==> config.mk <==
export PLATFORM = sky130hd
export DESIGN_NAME = sev_seg_scanner
export DESIGN_NICKNAME = d
export VERILOG_FILES = /design/src/rtl/sev_seg_scanner.sv
export SDC_FILE = /design/constraint.sdc
export NUM_CORES = 1
export LEC_CHECK = 0
export CAP_MARGIN = 15
export CORE_MARGIN = 4
export CORE_UTILIZATION = 45
export CTS_CLUSTER_DIAMETER = 60
export DETAILED_ROUTE_END_ITERATION = 10
export PLACE_DENSITY = 0.65
export SLEW_MARGIN = 40
export SYNTH_ARGS = -nofsm -noshare
export SYNTH_HDL_FRONTEND = slang
export SYNTH_SLANG_ARGS = --single-unit
==> constraint.sdc <==
create_clock -name clk -period 4.7 [get_ports clk]
set_input_delay 0.94 -clock clk [delete_from_list [all_inputs] [get_ports clk]]
set_output_delay 0.94 -clock clk [all_outputs]
set_load 0.03 [all_outputs]
==> src/rtl/sev_seg_scanner.sv <==
`default_nettype none
// +----------------------------------------------------------------------------+
// | sev_seg_scanner: blanked, tear-free multiplexed scan of a packed hex value  |
// | onto an active-low common-anode display.                          rev 1.0  |
// +----------------------------------------------------------------------------+
module sev_seg_scanner #(
  parameter int NUM_DIGITS   = 8,
  parameter int DRIVE_CYCLES = 100000,
  parameter int BLANK_CYCLES = 1000
) (
  input  logic                    clk,
  input  logic                    reset,
  input  logic                    en,
  input  logic [4*NUM_DIGITS-1:0] value_i,
  input  logic [NUM_DIGITS-1:0]   dp_i,
  input  logic [NUM_DIGITS-1:0]   digit_en_i,
  output logic [6:0]              seg_o,
  output logic                    dp_o,
  output logic [NUM_DIGITS-1:0]   an_o,
  output logic                    frame_done_o
);

  localparam int MAX_CYCLES = (DRIVE_CYCLES > BLANK_CYCLES) ? DRIVE_CYCLES : BLANK_CYCLES;
  localparam int TW         = $clog2(MAX_CYCLES) + 1;
  localparam int IW         = (NUM_DIGITS > 1) ? $clog2(NUM_DIGITS) : 1;

  localparam logic [TW-1:0] BLANK_LAST = TW'(BLANK_CYCLES - 1);
  localparam logic [TW-1:0] DRIVE_LAST = TW'(DRIVE_CYCLES - 1);
  localparam logic [IW-1:0] LAST_IDX   = IW'(NUM_DIGITS - 1);

  typedef enum logic [1:0] {
    ST_IDLE  = 2'd0,
    ST_BLANK = 2'd1,
    ST_DRIVE = 2'd2
  } state_t;

  state_t                  state_q, state_d;
  logic [IW-1:0]           idx_q, idx_d;
  logic [TW-1:0]           timer_q, timer_d;
  logic [4*NUM_DIGITS-1:0] shadow_val_q, shadow_val_d;
  logic [NUM_DIGITS-1:0]   shadow_dp_q, shadow_dp_d;
  logic [NUM_DIGITS-1:0]   shadow_en_q, shadow_en_d;
  logic [NUM_DIGITS-1:0]   an_q, an_d;
  logic [6:0]              seg_q, seg_d;
  logic                    dp_q, dp_d;
  logic                    frame_done_q, frame_done_d;
  logic                    capture;

  function automatic logic [6:0] decode(input logic [3:0] nib);
    logic [6:0] s;
    case (nib)
      4'h0: s = 7'h40;
      4'h1: s = 7'h79;
      4'h2: s = 7'h24;
      4'h3: s = 7'h30;
      4'h4: s = 7'h19;
      4'h5: s = 7'h12;
      4'h6: s = 7'h02;
      4'h7: s = 7'h78;
      4'h8: s = 7'h00;
      4'h9: s = 7'h10;
      4'hA: s = 7'h08;
      4'hB: s = 7'h03;
      4'hC: s = 7'h46;
      4'hD: s = 7'h21;
      4'hE: s = 7'h06;
      default: s = 7'h0E;
    endcase
    return s;
  endfunction

  always_comb begin
    state_d      = state_q;
    idx_d        = idx_q;
    timer_d      = timer_q;
    frame_done_d = 1'b0;
    capture      = 1'b0;

    case (state_q)
      ST_IDLE: begin
        if (en) begin
          state_d = ST_BLANK;
          idx_d   = '0;
          timer_d = '0;
          capture = 1'b1;
        end
      end
      ST_BLANK: begin
        if (!en) begin
          state_d = ST_IDLE;
          idx_d   = '0;
          timer_d = '0;
        end else if (timer_q == BLANK_LAST) begin
          state_d = ST_DRIVE;
          timer_d = '0;
        end else begin
          timer_d = timer_q + TW'(1);
        end
      end
      ST_DRIVE: begin
        if (!en) begin
          state_d = ST_IDLE;
          idx_d   = '0;
          timer_d = '0;
        end else if (timer_q == DRIVE_LAST) begin
          state_d = ST_BLANK;
          timer_d = '0;
          if (idx_q == LAST_IDX) begin
            // Frame boundary: the only point besides IDLE exit where inputs are sampled.
            idx_d        = '0;
            frame_done_d = 1'b1;
            capture      = 1'b1;
          end else begin
            idx_d = idx_q + IW'(1);
          end
        end else begin
          timer_d = timer_q + TW'(1);
        end
      end
      default: begin
        state_d = ST_IDLE;
        idx_d   = '0;
        timer_d = '0;
      end
    endcase

    shadow_val_d = capture ? value_i    : shadow_val_q;
    shadow_dp_d  = capture ? dp_i       : shadow_dp_q;
    shadow_en_d  = capture ? digit_en_i : shadow_en_q;

    // Pins are registered from the next state so they change on the same edge as the FSM.
    an_d  = '1;
    seg_d = 7'h7F;
    dp_d  = 1'b1;
    if (state_d == ST_DRIVE) begin
      for (int i = 0; i < NUM_DIGITS; i++) begin
        if (idx_d == IW'(i)) begin
          an_d[i] = ~shadow_en_q[i];
          seg_d   = decode(shadow_val_q[4*i +: 4]);
          dp_d    = ~shadow_dp_q[i];
        end
      end
    end
  end

  always_ff @(posedge clk) begin
    if (reset) begin
      state_q      <= ST_IDLE;
      idx_q        <= '0;
      timer_q      <= '0;
      shadow_val_q <= '0;
      shadow_dp_q  <= '0;
      shadow_en_q  <= '0;
      an_q         <= '1;
      seg_q        <= 7'h7F;
      dp_q         <= 1'b1;
      frame_done_q <= 1'b0;
    end else begin
      state_q      <= state_d;
      idx_q        <= idx_d;
      timer_q      <= timer_d;
      shadow_val_q <= shadow_val_d;
      shadow_dp_q  <= shadow_dp_d;
      shadow_en_q  <= shadow_en_d;
      an_q         <= an_d;
      seg_q        <= seg_d;
      dp_q         <= dp_d;
      frame_done_q <= frame_done_d;
    end
  end

  assign an_o         = an_q;
  assign seg_o        = seg_q;
  assign dp_o         = dp_q;
  assign frame_done_o = frame_done_q;

endmodule
`default_nettype wire
Word-level counts from Yosys, hierarchy flattened

Memory sizes are Yosys's and may differ from the RTL's. A register that Yosys moved wholly into a read port is not among the register bits.
Cells that the tools add are included.
W data, S select, Z words.

$add $sub $neg: 2
Eq/ne operators: 14
Muxes and demuxes: 55
Bitwise gates (word level): 26
Reduce and logical (&&, ||, !) cells: 12

Operators with widths:

| kind                    | number |
|---|---|
| $mux W18                | 5 |
| $mux W4                 | 16 |
| $mux W7                 | 8 |
| $pmux W18 S3            | 1 |
| $not A1 Y1              | 26 |
| $reduce_or A3 Y1        | 8 |
| $add A18 B1 Y18 const B | 1 |
| $eq A18 B10 Y1 const B  | 1 |
| $eq A18 B17 Y1 const B  | 1 |
| $eq A3 B3 Y1 const B    | 5 |
| $mux W3                 | 5 |
| $mux W1                 | 12 |
| $mux W2                 | 5 |
| $pmux W3 S3             | 1 |
| $eq A3 B2 Y1 const B    | 2 |
| $pmux W2 S3             | 1 |
| $eq A2 B2 Y1 const B    | 2 |
| $reduce_or A2 Y1        | 2 |
| $add A3 B1 Y3 const B   | 1 |
| $eq A3 B1 Y1 const B    | 1 |
| $logic_not A3 Y1        | 1 |
| $eq A2 B1 Y1 const B    | 1 |
| $logic_not A2 Y1        | 1 |
| $ne A2 B2 Y1 const B    | 1 |
| $pmux W1 S2             | 1 |

Register bits after elaboration: 88
Bits in read-only memories: 896
Input bits: 51
Output and inout port bits: 17
Logic and storage cells: 134
Memories: 8

Memories:

| name            | depth | bits a word | read ports | clocked after memory_dff | wr ports | RTL line | RTL |
|---|---|---|---|---|---|---|---|
| (no name shown) | 16    | 7           | 1          | 1                        | 0        | 51       | `case (nib)` |
| (no name shown) | 16    | 7           | 1          | 1                        | 0        | 51       |  |
| (no name shown) | 16    | 7           | 1          | 1                        | 0        | 51       |  |
| (no name shown) | 16    | 7           | 1          | 1                        | 0        | 51       |  |
| (no name shown) | 16    | 7           | 1          | 1                        | 0        | 51       |  |
| (no name shown) | 16    | 7           | 1          | 1                        | 0        | 51       |  |
| +2 memories     | --    | --          | --         | --                       | --       | --       |  |

Logic depth before layout (Yosys ltp)

Depth in word-level cells: 14
Mapped depth: 16
Gate-level depth less buffers: 12

Least setup slack after synthesis

No wires, ideal clock.

Path kind: input -> register
Start point: input port en
End point: register with a tool-made name
Library setup time: 134 ps
Data arrival time: 3516 ps
Required time: 4566 ps
Path slack: 1050 ps
Cell stages on the path: 13
Path buffers: 4
Cells stage by stage: and2_1 > clkbuf_1 > and4_4 > nor2_1 > buf_6 > clkbuf_1 > buf_1 > nand2_1 > a21oi_1 > inv_1 > ha_1 > inv_1 > mux4_2

RTL lines:

| what            | RTL line | RTL |
|---|---|---|
| start, declared | 13       | `input logic en,` |

==> run metrics <==
synth warn 0; GP Congestion 0.8318; CP Launch Point timer_q[0]$_SDFFE_PP0P_; # setup viols final 0; power consumption 3.309 mW; Hold WS 378.0 ps; largest area contributor in the netlist dfxtp_1; #FFs+latches synth 144; final slew viol count 0; switching power total 776.3 uW; Post-CTS Resized 0; Die Ht 138.4 um; DR vias/cell 5.460; Layout area overhead 19.95%; largest net degree at the start of global routing 60; asr flop ratio synth 0; DRC errors left 0; power share of the clock group 0.482; Worst-Skew Late Latency 430 ps; post-layout util 0.5518; total negative setup slack 0 ps; placed cells 1169; Wirelength per Cell 15.18 um; Total GRT Usage 0.1942; # rows 47; f_max 252.8 MHz; Unique masters post-synth 65; min cycle time layout 3955 ps; Die Span X 138.4 um; Worst Path Max Fanout 44; worst setup margin 744.7 ps; dpl hpwl 13.09 mm; die area 19160 um2; Non-Filler Instances 1201; first-pass GRT wire length 30.80 mm; sequential cell area fraction in the yosys report 0.3765; Final nets 1074; post-route cell area 9184 um2; Max Root-Sink Buffers 2; antenna violations before repair 0; GRT overflow 0; number of flops mapped to enable cells by yosys 0; hold path cells 1; Crit. End Element flop; Hold Fails Final Rpt 0; Worst-path clk slew 60 ps; cell count after synthesis 915; Top Ports 68; HP Start shadow_en_q[7]$_SDFFE_PP0P_; layout cell share with drive strength beyond 1 0.08665; CTS buffer count 17; Worst Skew 11.78 ps; CTS tree yes; status finished clean; Max transition margin 0.4893; Iter 0 DRT Violations 320; clk sinks 144; Yosys top cell area share 0.3765; launching point of the worst reg2reg path timer_q[0]$_SDFFE_PP0P_; post-route ant nets 0; worst reg2reg path depth 11; fin crit share 0.8416; port bufs 67; CP required 5010 ps; total wire length 18.23 mm; RSZ-0062 raised after global routing false; Antenna diodes 0; PwrDens 360.3 nW/um2; post-CTS setup buffers 0; DP Area 8483 um2; Net Sw Frac 0.2346; starting density of the core 0.4600; vias in the first global route 6260; Synth Flop Type dfxtp_1; hold_buf cts 0; largest cells by area after synthesis dfxtp_1, ha_1, nand2_1, a21oi_1, mux2i_1; Worst VDD drop 0.0002707 V; H-Tree Depth 4; Worst Hold Class flop to flop; commonest cells after routing, fill and taps aside dfxtp_1, nand2_1, a21oi_1; vias 6557; Arrival @ worst endpoint 4260 ps; CP startpoint kind flop; CP Class flop to flop; most common cell after layout, fill and taps aside dfxtp_1; Worst-Margin Slew 766.0 ps; Comb pwr share 0.115; setup slack at placement 600.2 ps; core area 16640 um2; sequential power share 0.403; Root Driver clkbuf_16; Max Cap Violations 0; Post-Syn Area per Cell 8.367 um2; Mapped Area 7656 um2; Internal 2.533 mW; Pre-antenna DRT Iters 5; syn nets 1021; leakage 3.610 nW
==> critical path: stages (launching register included) <==
cell	delay, ps
dfxtp_1	410
ha_1	260
nand4_1	350
nor4_4	620
nand4_4	250
nand2_4	460
nand2_1	130
a21oi_1	390
inv_1	150
ha_1	330
inv_1	40
mux4_2	430
==> per-layer routing <==
metal | global-route usage | routed length [um] | vias to the layer above
li1 | - | - | 3344
met1 | 0.2543 | 8471 | 3064
met2 | 0.3217 | 8603 | 127
met3 | 0.04731 | 908 | 22
met4 | 0.05252 | 246 | 0
met5 | 0 | 0 | -
==> Yosys cell counts, types with 7 or more instances <==
cell / count
a31oi_1: 10
or2_2: 9
dfxtp_1: 144
o22ai_1: 19
ha_1: 55
clkbuf_1: 25
nand3_1: 44
nor3_1: 11
mux2i_1: 27
o221ai_1: 9
buf_2: 12
nand3b_1: 14
inv_1: 50
and3_1: 16
a21o_1: 13
a211oi_1: 9
a21oi_2: 7
nand2_1: 132
a21oi_1: 82
o21ai_0: 37
nor2_1: 59
==> final timing paths <==
path	end	slack, ps
max	flop	740
max reg2reg	flop	740
min	an_o[7]$_SDFF_PP1_	380
min reg2reg	an_o[7]$_SDFF_PP1_	380
==> power by group through the flow <==
stage	combinational [mW]	sequential (mW)	clock (mW)
2_1_floorplan	0.273	1.35	0
3_3_place_gp	0.377	1.36	0
3_5_place_dp	0.381	1.36	0
4_1_cts	0.384	1.33	1.63
5_1_grt	0.433	1.34	1.68
6_report	0.382	1.33	1.59
==> cell type report <==
type / count / area [um2]
multi-input cells: 666 / 4323
clock inverters: 14 / 261.5
fillers: 1552 / 7458
well taps: 220 / 275.3
repair buffers: 84 / 795.8
flip-flops and latches: 144 / 2883
inverters: 55 / 206.4
clock buffers: 18 / 439.2
==> logic make-up after synthesis <==
family	share of synthesized area
DFF	0.3765
muxes	0.05687
adders and majority gates	0.08988
and+or+nand+nor	0.2053
buffers and inverters	0.05981
AOI/OAI and AO/OA	0.2048
xor gates and xnor gates	0.006864
No activity file was read; power rests on OpenSTA's default activity.
